--- src/rtl/key_event_fifo_if.sv ---
// Keypad event stream: key strobe/code/held in, valid/ready code stream out.
interface key_event_fifo_if;
  logic       key_valid_i;
  logic [3:0] key_code_i;
  logic       key_held_i;
  logic       out_valid_o;
  logic [3:0] out_code_o;
  logic       out_ready_i;

  modport slave  (input  key_valid_i, key_code_i, key_held_i, out_ready_i,
                  output out_valid_o, out_code_o);
  modport master (output key_valid_i, key_code_i, key_held_i, out_ready_i,
                  input  out_valid_o, out_code_o);
endinterface

--- src/rtl/key_event_fifo.sv ---
// FWFT FIFO for decoded key events with sticky overflow flag.
// Define KEY_AUTOREPEAT_EN to add typematic repeat of a held key.
module key_event_fifo #(
  parameter int DEPTH         = 8,
  parameter int REPEAT_DELAY  = 3_000_000,
  parameter int REPEAT_PERIOD = 600_000
) (
  input  logic                       clk6MHz,
  input  logic                       rstn,
  key_event_fifo_if.slave            kif,
  output logic [$clog2(DEPTH+1)-1:0] count_o,
  output logic                       overflow_o,
  input  logic                       clr_ovf_i
);
  localparam int AW   = $clog2(DEPTH);
  localparam int CNTW = $clog2(DEPTH+1);

  logic [3:0]    mem [DEPTH];
  logic [AW-1:0] rd_ptr, wr_ptr;
  logic          rpt_push;
  logic [3:0]    push_code;
  logic          push, pop, full, wr_en, drop;

  assign full  = (count_o == CNTW'(DEPTH));
  assign push  = kif.key_valid_i | rpt_push;
  assign pop   = kif.out_valid_o & kif.out_ready_i;
  // a pop in the same cycle frees the slot the push needs
  assign wr_en = push & (~full | pop);
  assign drop  = push & full & ~pop;

  assign kif.out_valid_o = (count_o != '0);
  assign kif.out_code_o  = kif.out_valid_o ? mem[rd_ptr] : 4'h0;

  always_ff @(posedge clk6MHz)
    if (wr_en) mem[wr_ptr] <= push_code;

  always_ff @(posedge clk6MHz) begin
    if (!rstn) begin
      rd_ptr     <= '0;
      wr_ptr     <= '0;
      count_o    <= '0;
      overflow_o <= 1'b0;
    end else begin
      if (wr_en) wr_ptr <= wr_ptr + 1'b1;
      if (pop)   rd_ptr <= rd_ptr + 1'b1;
      case ({wr_en, pop})
        2'b10:   count_o <= count_o + 1'b1;
        2'b01:   count_o <= count_o - 1'b1;
        default: count_o <= count_o;
      endcase
      if (drop)           overflow_o <= 1'b1;
      else if (clr_ovf_i) overflow_o <= 1'b0;
    end
  end

`ifdef KEY_AUTOREPEAT_EN
  localparam int RMAX = (REPEAT_DELAY > REPEAT_PERIOD) ? REPEAT_DELAY : REPEAT_PERIOD;
  localparam int CW   = $clog2(RMAX + 1);

  typedef enum logic [1:0] {IDLE, DELAY, REPEAT} rpt_st_t;
  rpt_st_t       st, st_nx;
  logic [CW-1:0] cnt, cnt_nx;
  logic [3:0]    code_q, code_nx;

  always_ff @(posedge clk6MHz) begin
    if (!rstn) begin
      st     <= IDLE;
      cnt    <= '0;
      code_q <= 4'h0;
    end else begin
      st     <= st_nx;
      cnt    <= cnt_nx;
      code_q <= code_nx;
    end
  end

  // a fresh strobe always restarts the delay and masks any repeat due now
  always_comb begin
    st_nx    = st;
    cnt_nx   = cnt;
    code_nx  = code_q;
    rpt_push = 1'b0;
    if (kif.key_valid_i) begin
      code_nx = kif.key_code_i;
      cnt_nx  = CW'(REPEAT_DELAY - 1);
      st_nx   = DELAY;
    end else begin
      case (st)
        DELAY, REPEAT: begin
          if (!kif.key_held_i) begin
            st_nx  = IDLE;
            cnt_nx = '0;
          end else if (cnt == '0) begin
            rpt_push = 1'b1;
            cnt_nx   = CW'(REPEAT_PERIOD - 1);
            st_nx    = REPEAT;
          end else begin
            cnt_nx = cnt - 1'b1;
          end
        end
        default: ;
      endcase
    end
  end

  assign push_code = kif.key_valid_i ? kif.key_code_i : code_q;
`else
  assign rpt_push  = 1'b0;
  assign push_code = kif.key_code_i;
`endif
endmodule

--- src/flat_wrapper.sv ---
// flat-port wrapper written by rule: the top's interface ports become plain ports
module key_event_fifo_flat 
#(
  parameter int DEPTH         = 8,
  parameter int REPEAT_DELAY  = 3_000_000,
  parameter int REPEAT_PERIOD = 600_000
)
  (clk6MHz, rstn, count_o, overflow_o, clr_ovf_i, kif_key_valid_i, kif_key_code_i, kif_key_held_i, kif_out_ready_i, kif_out_valid_o, kif_out_code_o);
  key_event_fifo_if kif_i ();
  input  logic clk6MHz;
  input  logic rstn;
  output logic [$clog2(DEPTH+1)-1:0] count_o;
  output logic overflow_o;
  input  logic clr_ovf_i;
  input wire logic [$bits(kif_i.key_valid_i)-1:0] kif_key_valid_i;
  input wire logic [$bits(kif_i.key_code_i)-1:0] kif_key_code_i;
  input wire logic [$bits(kif_i.key_held_i)-1:0] kif_key_held_i;
  input wire logic [$bits(kif_i.out_ready_i)-1:0] kif_out_ready_i;
  output wire logic [$bits(kif_i.out_valid_o)-1:0] kif_out_valid_o;
  output wire logic [$bits(kif_i.out_code_o)-1:0] kif_out_code_o;
  assign kif_i.key_valid_i = kif_key_valid_i;
  assign kif_i.key_code_i = kif_key_code_i;
  assign kif_i.key_held_i = kif_key_held_i;
  assign kif_i.out_ready_i = kif_out_ready_i;
  assign kif_out_valid_o = kif_i.out_valid_o;
  assign kif_out_code_o = kif_i.out_code_o;
  key_event_fifo #(.DEPTH(DEPTH), .REPEAT_DELAY(REPEAT_DELAY), .REPEAT_PERIOD(REPEAT_PERIOD)) u_core (.clk6MHz(clk6MHz), .rstn(rstn), .kif(kif_i), .count_o(count_o), .overflow_o(overflow_o), .clr_ovf_i(clr_ovf_i));
endmodule
--- config.mk ---
export PLATFORM = sky130hd
export DESIGN_NAME = key_event_fifo_flat
export DESIGN_NICKNAME = d
export VERILOG_FILES = /design/src/rtl/key_event_fifo_if.sv /design/src/rtl/key_event_fifo.sv /design/src/flat_wrapper.sv
export SDC_FILE = /design/constraint.sdc
export NUM_CORES = 1
export LEC_CHECK = 0
export CAP_MARGIN = 20
export CORE_ASPECT_RATIO = 0.6
export CORE_MARGIN = 8
export CORE_UTILIZATION = 40
export DETAILED_ROUTE_END_ITERATION = 10
export GPL_ROUTABILITY_DRIVEN = 0
export SLEW_MARGIN = 15
export SYNTH_ARGS = -nofsm -noshare
export SYNTH_HDL_FRONTEND = slang
export SYNTH_SLANG_ARGS = --single-unit
--- constraint.sdc ---
create_clock -name clk6MHz -period 2.1 [get_ports clk6MHz]
set_input_delay 0.315 -clock clk6MHz [delete_from_list [all_inputs] [get_ports clk6MHz]]
set_output_delay 0.315 -clock clk6MHz [all_outputs]
set_load 0.05 [all_outputs]
* Yosys cells after proc, flatten, opt, wreduce, memory -nomap -nowiden
Memories as Yosys holds them, arrays and structs flattened. A register that Yosys moved wholly into a read port is not among the register bits. Cells that the tools add are included.
Storage, ports and cells: register bits 11, memory bits (writable) 32, input port bits 10, output and inout port bits 10, logic and storage cells 30, memories 1
Operators by class: $add $sub $neg 4, eq/ne operators 3, multiplexer cells 8, bitwise operators 7, reductions and logical operators 3
Memory list:
- u_core.mem | depth 8, width 4, read ports 1, clocked after Yosys merged registers in 1, wr ports 1, RTL line key_event_fifo.sv:18 | logic [3:0] mem [DEPTH];
Operators with widths (number):
- 4-bit one-hot mux with 2 select lines | 1
- 3-bit by 1-bit adder with 3-bit output (second input constant) | 2
- 3-bit 2-to-1 mux | 2
- 4-bit by 1-bit adder with 4-bit output (second input constant) | 1
- 1-bit AND | 4
- 4-bit == test (second input constant) | 1
- 1-bit 2-to-1 mux | 4
- 4-bit 2-to-1 mux | 1
- 2-bit nonzero test | 2
- 4-bit nonzero test | 1
- 4-bit by 1-bit subtractor with 4-bit output (second input constant) | 1
- 2-bit by 1-bit == test with 1-bit output (second input constant) | 1
- 2-bit == test (second input constant) | 1
- 1-bit NOT | 2
- 1-bit OR | 1

* Longest topological paths before layout
word-level depth 6, mapped depth 12, depth with buffers taken out 12

* Least setup slack after synthesis
OpenSTA, ideal clock, no wires.
path type register to register, from reg u_core.count_o[2], to reg u_core.count_o[2], library setup time 76 ps, arrival time 2597 ps, required time 2024 ps, path slack -573 ps, cell stages (with the launch flop) 13, buffers on the path 0, clock period less this slack 2673 ps, path through dfxtp_1 or3_4 nor2_8 inv_4 nand2_4 inv_1 ha_1 xor2_1 ha_1 a21oi_1 xor2_1 or3_1 a21boi_0
On the way: cells in the longest elaborated chain, start to end 6, elaborated cells on any way between the ends 12, those cells by class add/sub (2); eq/ne (3); mux (1); bitwise (4); reduce/logical (2)
RTL lines:
- start, declared | RTL line key_event_fifo.sv:11 | output logic [$clog2(DEPTH+1)-1:0] count_o,
- start signal, assigned | RTL line key_event_fifo.sv:47 | 2'b10: count_o <= count_o + 1'b1;
- start signal, assigned | RTL line key_event_fifo.sv:48 | 2'b01: count_o <= count_o - 1'b1;
- start signal, assigned | RTL line key_event_fifo.sv:49 | default: count_o <= count_o;
- 4-bit nonzero test (*) | RTL line key_event_fifo.sv:31 | assign kif.out_valid_o = (count_o != '0);
- named net kif_out_valid_o | RTL line flat_wrapper.sv:19 | output wire logic [$bits(kif_i.out_valid_o)-1:0] kif_out_valid_o;
- 1-bit AND (*) | RTL line key_event_fifo.sv:26 | assign pop = kif.out_valid_o & kif.out_ready_i;
- named net u_core.pop | RTL line key_event_fifo.sv:22 | logic push, pop, full, wr_en, drop;
- 1-bit OR | RTL line key_event_fifo.sv:28 | assign wr_en = push & (~full | pop);
- 1-bit AND | RTL line key_event_fifo.sv:28
- 2-bit by 1-bit == test with 1-bit output or 2-bit == test (tied branches) | RTL line key_event_fifo.sv:46 | case ({wr_en, pop})
- 4-bit one-hot mux with 2 select lines or 2-bit nonzero test (tied branches)
The timed path passes the listed nets; every way through them passes the cells marked *. A chain may end at the register's enable or synchronous reset.

* Final worst setup path
from reg u_core.count_o[0], to reg u_core.count_o[2]
On the way: cells in the longest elaborated chain, start to end 6, elaborated cells on any way between the ends 12, those cells by class add/sub (2); eq/ne (3); mux (1); bitwise (4); reduce/logical (2)
RTL lines (RTL line):
- 4-bit nonzero test (*) | key_event_fifo.sv:31
- 1-bit AND (*) | key_event_fifo.sv:26
- named net u_core.pop | key_event_fifo.sv:22
- 1-bit OR | key_event_fifo.sv:28
- 1-bit AND | key_event_fifo.sv:28
- 2-bit by 1-bit == test with 1-bit output or 2-bit == test (tied branches) | key_event_fifo.sv:46
- 4-bit one-hot mux with 2 select lines or 2-bit nonzero test (tied branches)
Marks and branches as above.

==> impl_metrics.py <==
metrics = {
    "worst_setup_path": {
        "worst-path-max-fanout": 3,
        "r2r_end": "u_core.count_o[2]",
        "cp-endpoint": "u_core.count_o[2]",
        "r2r_cells": 12,
        "max_stage_delay_ps": 440,
        "reg2reg_setup_slack_ps": -130,
        "start_kind": "register",
        "setup.worst_path.end_class": "register",
        "path_class": "register to register",
        "timing.critical_path.mode_cell": "xor2_1",
        "arrival_ps": 2450,
        "r2r-start": "u_core.count_o[0]",
        "path_cells": "or3_4 > nor2_8 > inv_8 > nand2_4 > inv_4 > ha_4 > xor2_1 > ha_2 > a21oi_2 > xor2_1 > or3_1 > a21boi_1",
        "crit_start": "u_core.count_o[0]",
        "path_delay_family": "simple AND/OR/NAND/NOR gates",
        "cp_num_buf_inv": 2,
        "cp.required_ps": 2320,
        "slowest_stage": "or3_4",
        "cp.depth": 12,
    },
    "sta": {
        "max_slew.worst_pin.slew_ps": 526,
        "setup-violations-final": 1,
        "timing.final.crit_share": 1.06,
        "slew_viol_final": 0,
        "hold_viol_final": 0,
        "fmax_ghz": 0.449,
        "max-slew-margin-rel": 0.648,
        "rsz0062_at_grt": "yes",
        "finalWorstSetupSlack_ps": -129,
        "clock-skew-final_ps": 5.95,
        "period_minus_slack_ps": 2230,
    },
    "global_route": {
        "grt_usage": 0.105,
        "grt_overflow_total": 0,
        "grt_max_degree": 14,
        "grt_pass1_wl_um": 6090,
        "antenna_found_initial": 0,
        "grt_pass1_vias": 1217,
    },
    "power_and_ir_drop": {
        "cellPowerDensity_nw_per_um2": 1270,
        "ir_drop_uv": 490,
        "total_leakage_power_nw": 0.909,
    },
    "floorplan": {
        "initial_core_util": 0.423,
        "fp.dieH_um": 70.2,
        "die_area_um2": 7470,
        "pin_count": 20,
        "core_area_um2": 4640,
        "fp-row-count": 19,
        "die_width_um": 106,
    },
    "clocking": {
        "cts_tree": "done",
        "cts_root_buf": "clkbuf_8",
        "cts_sinks": 46,
        "clock_latency_ps": 290,
        "clockBufferDepth": 2,
        "htreeDepth": 2,
        "clkTransAtPathRegs_ps": 80,
        "hold_buffers": 0,
        "cts_buffers": 5,
    },
    "yosys": {
        "ys_warn_count": 0,
        "seq_area_frac_synth": 0.633,
        "syn_nets": 146,
        "avgSynthCellArea_um2": 15.0,
        "syn_inst": 131,
        "post_synth_num_cell_types": 33,
        "synth.cell_area_um2": 1960,
        "yosys_register_bits": 46,
    },
    "finish": {
        "multi_input_area_um2": 738,
        "nFillCells": 400,
        "fin_area_um2": 2540,
        "antenna_cells": 0,
        "regArea_um2": 1250,
        "fin_cells": 240,
        "syn_to_final_growth_pct": 29.7,
        "drive_gt1_frac": 0.356,
        "final_nets": 191,
        "fin_util": 0.549,
    },
    "detailed_routing": {
        "postRouteAntennaNets": 0,
        "post-route-drc-count": 0,
        "wire_per_inst_um": 15.8,
        "drt_pre_antenna_iters": 4,
        "vias_per_cell": 4.94,
        "drt_wl_total_um": 3800,
        "drt_iter0_markers": 84,
        "vias": 1185,
    },
    "placement": {
        "placed_area_um2": 2400,
        "place_ws_ps": -283,
        "port_buffers": 18,
        "place_inst": 231,
        "dp_hpwl_um": 2920,
    },
    "job": {
        "maxCapViolCount": 0,
    },
    "outcome": {
        "outcome": "complete, but fails checks",
        "failed_checks": "setup timing",
    },
    "min_path": {
        "hold_path_class": "register to register",
    },
}
[placed cells by master (no fill, tap or decap), types with 2 or more instances in the layout]
| cell type | synthesis | routed |
|---|---|---|
| a21boi_1 | 2 | 3 |
| a21oi_1 | 3 | 2 |
| and2_1 | 5 | 5 |
| buf_4 | 0 | 28 |
| clkbuf_1 | 3 | 2 |
| clkbuf_8 | 0 | 5 |
| clkdlybuf4s50_1 | 0 | 13 |
| dfxtp_1 | 14 | 10 |
| dfxtp_2 | 0 | 2 |
| dfxtp_4 | 0 | 2 |
| edfxtp_1 | 32 | 32 |
| ha_1 | 5 | 2 |
| ha_2 | 0 | 2 |
| mux2i_1 | 7 | 7 |
| mux4_2 | 8 | 8 |
| nand2_1 | 4 | 4 |
| nand2b_1 | 4 | 4 |
| nor2_1 | 11 | 11 |
| nor2b_1 | 7 | 6 |
| or3_1 | 2 | 2 |
| xnor2_1 | 4 | 4 |
| xor2_1 | 2 | 2 |
[worst min-delay path: cells and delay by family, from the launching register on]
family	cells	cell delay, ps
flops	1	350
mux	1	50
simple gates	1	60
[power by group]
group          internal, W  switching (W)
Combinational     0.000634       0.000846
Sequential         0.00106      0.0000561
Clock             0.000356       0.000281
[per-layer routing]
layer / track usage / wire, um / part of all wire / vias up
li1: - / - / - / 576
met1: 0.142 / 1920 / 0.51 / 590
met2: 0.162 / 1730 / 0.46 / 14
met3: 0.0311 / 123 / 0.032 / 5
met4: 0.0233 / 21 / 0.0055 / 0
met5: 0 / 0 / 0 / -
[worst min path at each step]
| stage | end | depth (start not counted) | slack [ps] | start |
|---|---|---|---|---|
| finish | u_core.count_o[3] | 2 | 490 | u_core.count_o[3] |
| global route | u_core.count_o[3] | 2 | 510 | u_core.count_o[3] |
| CTS | u_core.count_o[3] | 2 | 490 | u_core.count_o[3] |
| global placement | u_core.rd_ptr[1] | 2 | 470 | u_core.rd_ptr[1] |
| floorplan | u_core.mem[0][0] | 0 | 410 | kif_key_code_i[0] |
| detailed placement | u_core.count_o[3] | 2 | 480 | u_core.count_o[3] |
[cell type report]
| cell class | instances | share of cell area |
|---|---|---|
| Multi-Input combinational cell | 79 | 0.290 |
| Clock inverter | 1 | 0.0118 |
| Sequential cell | 46 | 0.492 |
| Tap cell | 63 | 0.0310 |
| Clock buffer | 7 | 0.0300 |
| Inverter | 2 | 0.00689 |
| Timing Repair Buffer | 42 | 0.138 |
[sequential cells by signal, summed over array words and instances (netlist names), named ones only]
| register | cells |
|---|---|
| u_core.count_o | 4 |
| u_core.mem | 32 |
| u_core.overflow_o | 1 |
| u_core.rd_ptr | 3 |
| u_core.wr_ptr | 3 |
[cell usage after synthesis]
| master | instances | share of area |
|---|---|---|
| edfxtp_1 | 32 | 0.49 |
| dfxtp_1 | 14 | 0.14 |
| nor2_1 | 11 | 0.021 |
| mux4_2 | 8 | 0.092 |
| mux2i_1 | 7 | 0.036 |
| nor2b_1 | 7 | 0.022 |
| and2_1 | 5 | 0.016 |
| ha_1 | 5 | 0.032 |
| nand2_1 | 4 | 0.0077 |
| nand2b_1 | 4 | 0.013 |
| xnor2_1 | 4 | 0.018 |
| a21oi_1 | 3 | 0.0077 |
| clkbuf_1 | 3 | 0.0057 |
| a21boi_1 | 2 | 0.0077 |
| nor3_1 | 2 | 0.0051 |
| or3_1 | 2 | 0.0064 |
| xor2_1 | 2 | 0.0089 |
| a21boi_0 | 1 | 0.0038 |
| a31oi_1 | 1 | 0.0032 |
| buf_2 | 1 | 0.0025 |
| inv_1 | 1 | 0.0019 |
| inv_4 | 1 | 0.0032 |
| nand2_4 | 1 | 0.0057 |
| nand3_1 | 1 | 0.0025 |
| nand3_2 | 1 | 0.0051 |
| nor2_8 | 1 | 0.010 |
| o211ai_1 | 1 | 0.0038 |
| o211ai_2 | 1 | 0.0064 |
| o21ai_0 | 1 | 0.0025 |
| o21ai_2 | 1 | 0.0045 |
| o32ai_1 | 1 | 0.0045 |
| or2_2 | 1 | 0.0032 |
| or3_4 | 1 | 0.0057 |
[kinds of logic after synthesis]
logic type / Yosys count / synth area share
adder cells (fa/ha/maj): 5 / 0.0319
flip-flops: 46 / 0.633
AO/OA/AOI/OAI: 12 / 0.0440
multiplexers: 15 / 0.128
XOR/XNOR: 6 / 0.0268
buffers and inverters: 6 / 0.0134
AND/OR/NAND/NOR: 41 / 0.124
[stage by stage]
step | hold slack, ps | total power (W) | setup TNS [ps]
6_report | 492 | 0.00323 | -129
5_1_grt | 505 | 0.00338 | -261
4_1_cts | 489 | 0.00323 | -183
3_5_place_dp | 477 | 0.00257 | -1550
3_3_place_gp | 471 | 0.00255 | -941
2_1_floorplan | 414 | 0.00207 | -487
[what timing repair did]
item / 4_1_cts / 5_1_grt
pin swaps: 2 / 2
gates resized for setup: 2 / 5
setup buffers: 1 / 0
endpoints found under the hold margin: 0 / 0
endpoints found under the setup margin: 2 / 10
Note: power is estimated with default switching activity, not from simulation.
==> RTL change 1, RTL diff (same flow settings) <==
One comparison of `count_o` changes from == to >=.
--- a/src/rtl/key_event_fifo.sv
+++ b/src/rtl/key_event_fifo.sv
@@ -23,3 +23,3 @@
 
-  assign full  = (count_o == CNTW'(DEPTH));
+  assign full  = (count_o >= CNTW'(DEPTH));
   assign push  = kif.key_valid_i | rpt_push;
Check against the original RTL: same outputs for any inputs over 10 cycles, from zero or initial values and one cycle with rstn low; that may be too few to reach the edited logic, so the function may still have changed.
==> RTL change 1 against the unedited design <==
Sequential share of layout area is 1.2 points higher; non-clock buffer count is 3 lower; sequential cell count did not move; fmax is 11% higher; final area shrank 3.0%; wire length is 4.8% higher; synthesized area grew 2.3%; setup slack better by 0.22 ns; critical path type is now reg2out.
Power is not compared: it rests on default switching activity, and its combinational part moved more than twofold at a synthesized area within 25%.
==> RTL change 1: results (changes against the unedited design) <==
| Metric | Value |
|---|---|
| First DRT Iteration DRCs | 95 (+13%) |
| Crit-path max cell delay | 0.51 ns (+0.07 ns) |
| CTS Buf Count | 5 (unchanged) |
| Routed met1 length | 1960 um (+2.0%) |
| Multi-input gates | 80 (+1.3%) |
| First-pass GRT wire length | 6500 um (+6.7%) |
| Post-Syn Instances | 139 (+6.1%) |
| Global-route met2 utilization | 15.8% (-0.33 points) |
| Fin nets | 190 (-0.52%) |
| Uppermost layer routed | met4 |
| Grt met3 use | 4.90% (+1.8 points) |
| Multi-input combinational area share | 28.0% (-1.0 points) |
| Delay-heaviest family, CP | multiplexers |
| Fmax | 0.498 GHz (+11%) |
| Top post-synthesis cells by area | edfxtp_1 48%, dfxtp_1 14%, mux4_2 9.0% |
| Die area | 7610 sq um (+1.9%) |
| Maximum root-to-sink buffer count | 2 (unchanged) |
| Critical-path top delay cell | mux4_2 |
| Seq area share | 50.4% (+1.2 points) |
| Worst R2R Path Depth | 5 (-7) |
| Placed cell count | 235 (+1.7%) |
| DP Worst Slack | 0.000964 ns (+0.284 ns) |
| FF-to-FF Start | u_core.count_o[2]$_SDFFE_PN0P_ |
| Layout non-clock buf frac | 13.4% (-0.43 points) |
| Vias in the first global route | 1215 (-0.16%) |
| Synth top cells by count | 32 x edfxtp_1, 14 x dfxtp_1, 13 x nor2_1 |
| Final wirelength | 3980 um (+4.8%) |
| Vias | 1261 (+6.4%) |
| Worst Hold Launch | u_core.overflow_o$_SDFFE_PN0P_ |
| Grt met1 use | 15.4% (+1.2 points) |
| Tot Pwr | about 2.2 mW |
| Area grow syn2layout | 22.9% |
| P_clk | 0.610 mW |
| Clock Pin Slew Worst Setup and Hold Paths | 0.08 ns (about the same) |
| Skew final | 0.00292 ns (-0.00303 ns) |
| Clk root buf | clkbuf_8 |
| Int Pwr | approximately 1.6 mW |
| Status | completed |
| Largest net degree at the start of global routing | 14 (unchanged) |
| Fraction of layout cells with a size suffix above 1 | 28.8% (-6.8 points) |
| HPWL Detailed | 3020 um (+3.7%) |
| Signal buffers | 39 (-7.1%) |
| Fill cell count | 444 (+11%) |
| Sequential cell area fraction in the yosys report | 61.8% (-1.4 points) |
| Met2 WL | 1720 um (-0.63%) |
| Library cells used by synthesis | 35 (+6.1%) |
| Logic inverters | 5 (+3) |
| Routed wl met3 | 270 um (+120%) |
| Rel. slew slack | 66.2% (+1.4 points) |
| Placed standard-cell area | 2340 sq um (-2.4%) |
| GRT Overall Usage | 11.3% (+0.79 points) |
| CP endpoint | kif_out_code_o[3] |
| LEAKAGE | 0.878 nW |
| R2R Setup Slk | 0.29 ns (+0.42 ns) |
| CP Class | reg2out |
| Crit-path max FO | 8 (+5) |
| Clock-cell share | 4.16% (-0.023 points) |
| Avg WL per Cell | 16.4 um (+3.5%) |
| Net Count, Synth | 152 (+4.1%) |
| Arrival @ worst endpoint | 1.69 ns (-0.76 ns) |
[RTL change 1: cells by family after synthesis]
logic type	after synthesis	share of synthesized area (%)
xor gates and xnor gates	1	0.436
DFF	46	61.8
buffers and inverters	13	3.74
adders and majority gates	3	1.87
muxes	14	12.0
AOI/OAI and AO/OA	20	8.23
and+or+nand+nor	42	11.9
[RTL change 1: what timing repair did]
action	in CTS	in global routing
gates resized for setup	1	4
pin swaps	0	1
buffers inserted	0	1
endpoints found under the setup margin	1	4
hold buffers	0	0
[RTL change 1: worst min path at each step]
stage	endpoint	slack (ns)	cells after the start
after floorplan	u_core.mem[0][0]$_DFFE_PP_	0.41	0
after global routing	u_core.overflow_o$_SDFFE_PN0P_	0.51	2
after detailed placement	u_core.overflow_o$_SDFFE_PN0P_	0.48	2
after global placement	u_core.overflow_o$_SDFFE_PN0P_	0.47	2
after CTS	u_core.overflow_o$_SDFFE_PN0P_	0.49	2
final	u_core.overflow_o$_SDFFE_PN0P_	0.48	2
==> RTL change 2, RTL diff (same flow settings) <==
Made on the original files. `DEPTH` is set to 8 in 2 places; all go to 32.
--- a/src/rtl/key_event_fifo.sv
+++ b/src/rtl/key_event_fifo.sv
@@ -3,3 +3,3 @@
 module key_event_fifo #(
-  parameter int DEPTH         = 8,
+  parameter int DEPTH         = 32,
   parameter int REPEAT_DELAY  = 3_000_000,
--- a/src/flat_wrapper.sv
+++ b/src/flat_wrapper.sv
@@ -3,3 +3,3 @@
 #(
-  parameter int DEPTH         = 8,
+  parameter int DEPTH         = 32,
   parameter int REPEAT_DELAY  = 3_000_000,
Interface: changed (resized count_o); port bits go from 20 to 22. No check against the original RTL was run, so the function may have changed too.
==> RTL change 2 against the unedited design <==
The run still ends with negative setup slack left; final area rose to 3.1 times the old value; wire length rose to 3.4 times the old value; combinational power rose by 96%; setup slack got worse by 0.50 ns; first-iteration DRC count rose by 150%; synthesized area rose to 3.2 times the old value; sequential cell count rose by 104; critical path depth fell by 6; power rose to 2.8 times the old value; largest cell class unchanged; highest routed layer unchanged.
==> RTL change 2: results (changes against the unedited design) <==
| Metric | Value |
|---|---|
| Syn avg cell area | 16.4 sq um (+9.2%) |
| HPWL Detailed | 8940 um (+210%) |
| First drt pass iteration count | 4 (unchanged) |
| DP Worst Slack | -0.488 ns (-0.205 ns) |
| Largest net degree at the start of global routing | 33 (+19) |
| Synth Flop Type | edfxtp_1 |
| Slack of the critical path | -0.627 ns (-0.498 ns) |
| CP Class | reg2out |
| Critical-path top delay cell | mux4_2 |
| Worst skew pair latency | 0.41 ns (+0.12 ns) |
| Sequential cell area fraction in the yosys report | 68.4% (+5.1 points) |
| Final setup fails | 8 (+7) |
| Violations in the final reports | negative setup slack |
| Rel. slew slack | 65.6% (+0.85 points) |
| Top post-synthesis cells by area | edfxtp_1 61%, mux4_2 11%, dfxtp_1 7.0% |
| Crit-path max FO | 3 (unchanged) |
| Arrival @ worst endpoint | 2.41 ns (-0.04 ns) |
| First-pass GRT wire length | 20400 um (+230%) |
| Post-synth EDFFs | 128 (+300%) |
| R2R Setup Slk | -0.38 ns (-0.25 ns) |
| Worst R2R Path Depth | 12 (unchanged) |
| GRT Overall Usage | 13.6% (+3.1 points) |
| Clk root buf | clkbuf_16 |
| Fin nets | 471 (+150%) |
| Maximum root-to-sink buffer count | 2 (unchanged) |
| Placed standard-cell area | 7060 sq um (+190%) |
| Status | complete, but fails checks |
| H-tree levels | 4 (+2) |
| Library cells used by synthesis | 51 (+55%) |
| Worst Hold Class | in2reg |
| VDD IR-drop max | 0.473 mV (-3.4%) |
| Initial antenna violation count | 0 (unchanged) |
| Switch share | 29.6% (-7.0 points) |
| Finished Layout Cells | 671 (+180%) |
| Vias | 3420 (+190%) |
| Port Buffer Count | 20 (+2) |
| CP endpoint | kif_out_code_o[1] |
| CTS Buf Count | 17 (+12) |
| Net Count, Synth | 399 (+170%) |
| Largest regs | u_core.mem x128, u_core.count_o x6 |
| Crit-path max cell delay | 0.53 ns (+0.09 ns) |
| Worst reg2reg endpoint | u_core.count_o[1]$_SDFFE_PN0P_ |
| Skew final | 0.00873 ns (+0.00278 ns) |
| Placed cell count | 627 (+170%) |
| Fill cell count | 1261 (+220%) |
| First DRT Iteration DRCs | 208 (+150%) |
| Clock Pin Slew Worst Setup and Hold Paths | 0.06 ns (-0.02 ns) |
| LEAKAGE | 2.65 nW (+190%) |
| Fraction of layout cells with a size suffix above 1 | 36.1% (+0.52 points) |
| Avg WL per Cell | 19.5 um (+23%) |
| Ys async rst share | 0% (unchanged) |
| Synth top cells by count | 128 x edfxtp_1, 42 x nor2_1, 31 x mux4_2 |
RTL change 2: what timing repair did:
item / 4_1_cts / 5_1_grt
hold buffers: 0 / 0
pin swaps: 11 / 6
buffers inserted: 7 / 7
resized for setup: 26 / 21
gates cloned: 0 / 0
endpoints found under the setup margin: 109 / 78
RTL change 2: worst min-delay path by stage:
stage	endpoint	cells past startpoint	slack [ns]	startpoint
final	u_core.mem[28][3]$_DFFE_PP_	1	0.48	kif_key_code_i[3]
after global routing	u_core.mem[28][3]$_DFFE_PP_	1	0.50	kif_key_code_i[3]
after CTS	u_core.mem[28][3]$_DFFE_PP_	1	0.47	kif_key_code_i[3]
after detailed placement	u_core.overflow_o$_SDFFE_PN0P_	2	0.51	u_core.overflow_o$_SDFFE_PN0P_
after global placement	flop	2	0.50	u_core.rd_ptr[1]$_SDFFE_PN0N_
after floorplan	u_core.mem[0][0]$_DFFE_PP_	0	0.41	kif_key_code_i[0]
RTL change 2: kinds of logic (layout without fill, tap and decap cells):
group	Yosys count	in the layout	share of synthesized area (%)
AND/OR/NAND/NOR	108	108	8.95
adder cells (fa/ha/maj)	6	6	1.20
buffers and inverters	27	112	2.14
multiplexers	49	49	14.1
flip-flops	150	150	68.4
XOR/XNOR	12	12	1.68
AO/OA/AOI/OAI	31	31	3.54
RTL change 2: layout make-up:
type,instances,area [sq um],area share [%]
clock inverters,13,108,1.36
multi-input cells,206,2060,25.9
clock buffers,19,433,5.46
flip-flops and latches,150,4300,54.2
well taps,203,254,3.20
repair buffers,74,759,9.57
inverters,6,25.0,0.315
RTL change 2: through the flow:
step | util, % | TNS (ns)
5_1_grt | 51.8 | -4.01
4_1_cts | 50.7 | -3.31
3_5_place_dp | 46.0 | -13.75
3_3_place_gp | 46.0 | -13.85
2_1_floorplan | - | -2.68
6_report | 51.8 | -3.32
RTL change 2: worst max-delay path: cells and delay by family (launching register included):
kind                   cells  cell delay [ns]
buffers and inverters      3             0.37
flip-flops                 1             0.37
multiplexers               2             1.02
AO/OA/AOI/OAI              1             0.25
RTL change 2: metal layers:
metal | vias to the layer above | routed length [um] | global-route usage (%)
met5 | - | 0 | 0
met4 | 0 | 71 | 3.65
met3 | 5 | 786 | 3.66
met2 | 84 | 5700 | 18.6
met1 | 1707 | 6520 | 20.7
li1 | 1624 | - | -
RTL change 2: power by group through the flow:
| stage | sequential, mW | combinational, mW | clock (mW) |
|---|---|---|---|
| 2_1_floorplan | 3.56 | 1.49 | 0 |
| 3_3_place_gp | 3.43 | 2.47 | 0 |
| 3_5_place_dp | 3.43 | 2.48 | 0 |
| 4_1_cts | 3.37 | 2.74 | 2.82 |
| 5_1_grt | 3.38 | 3.08 | 2.94 |
| 6_report | 3.37 | 2.90 | 2.77 |
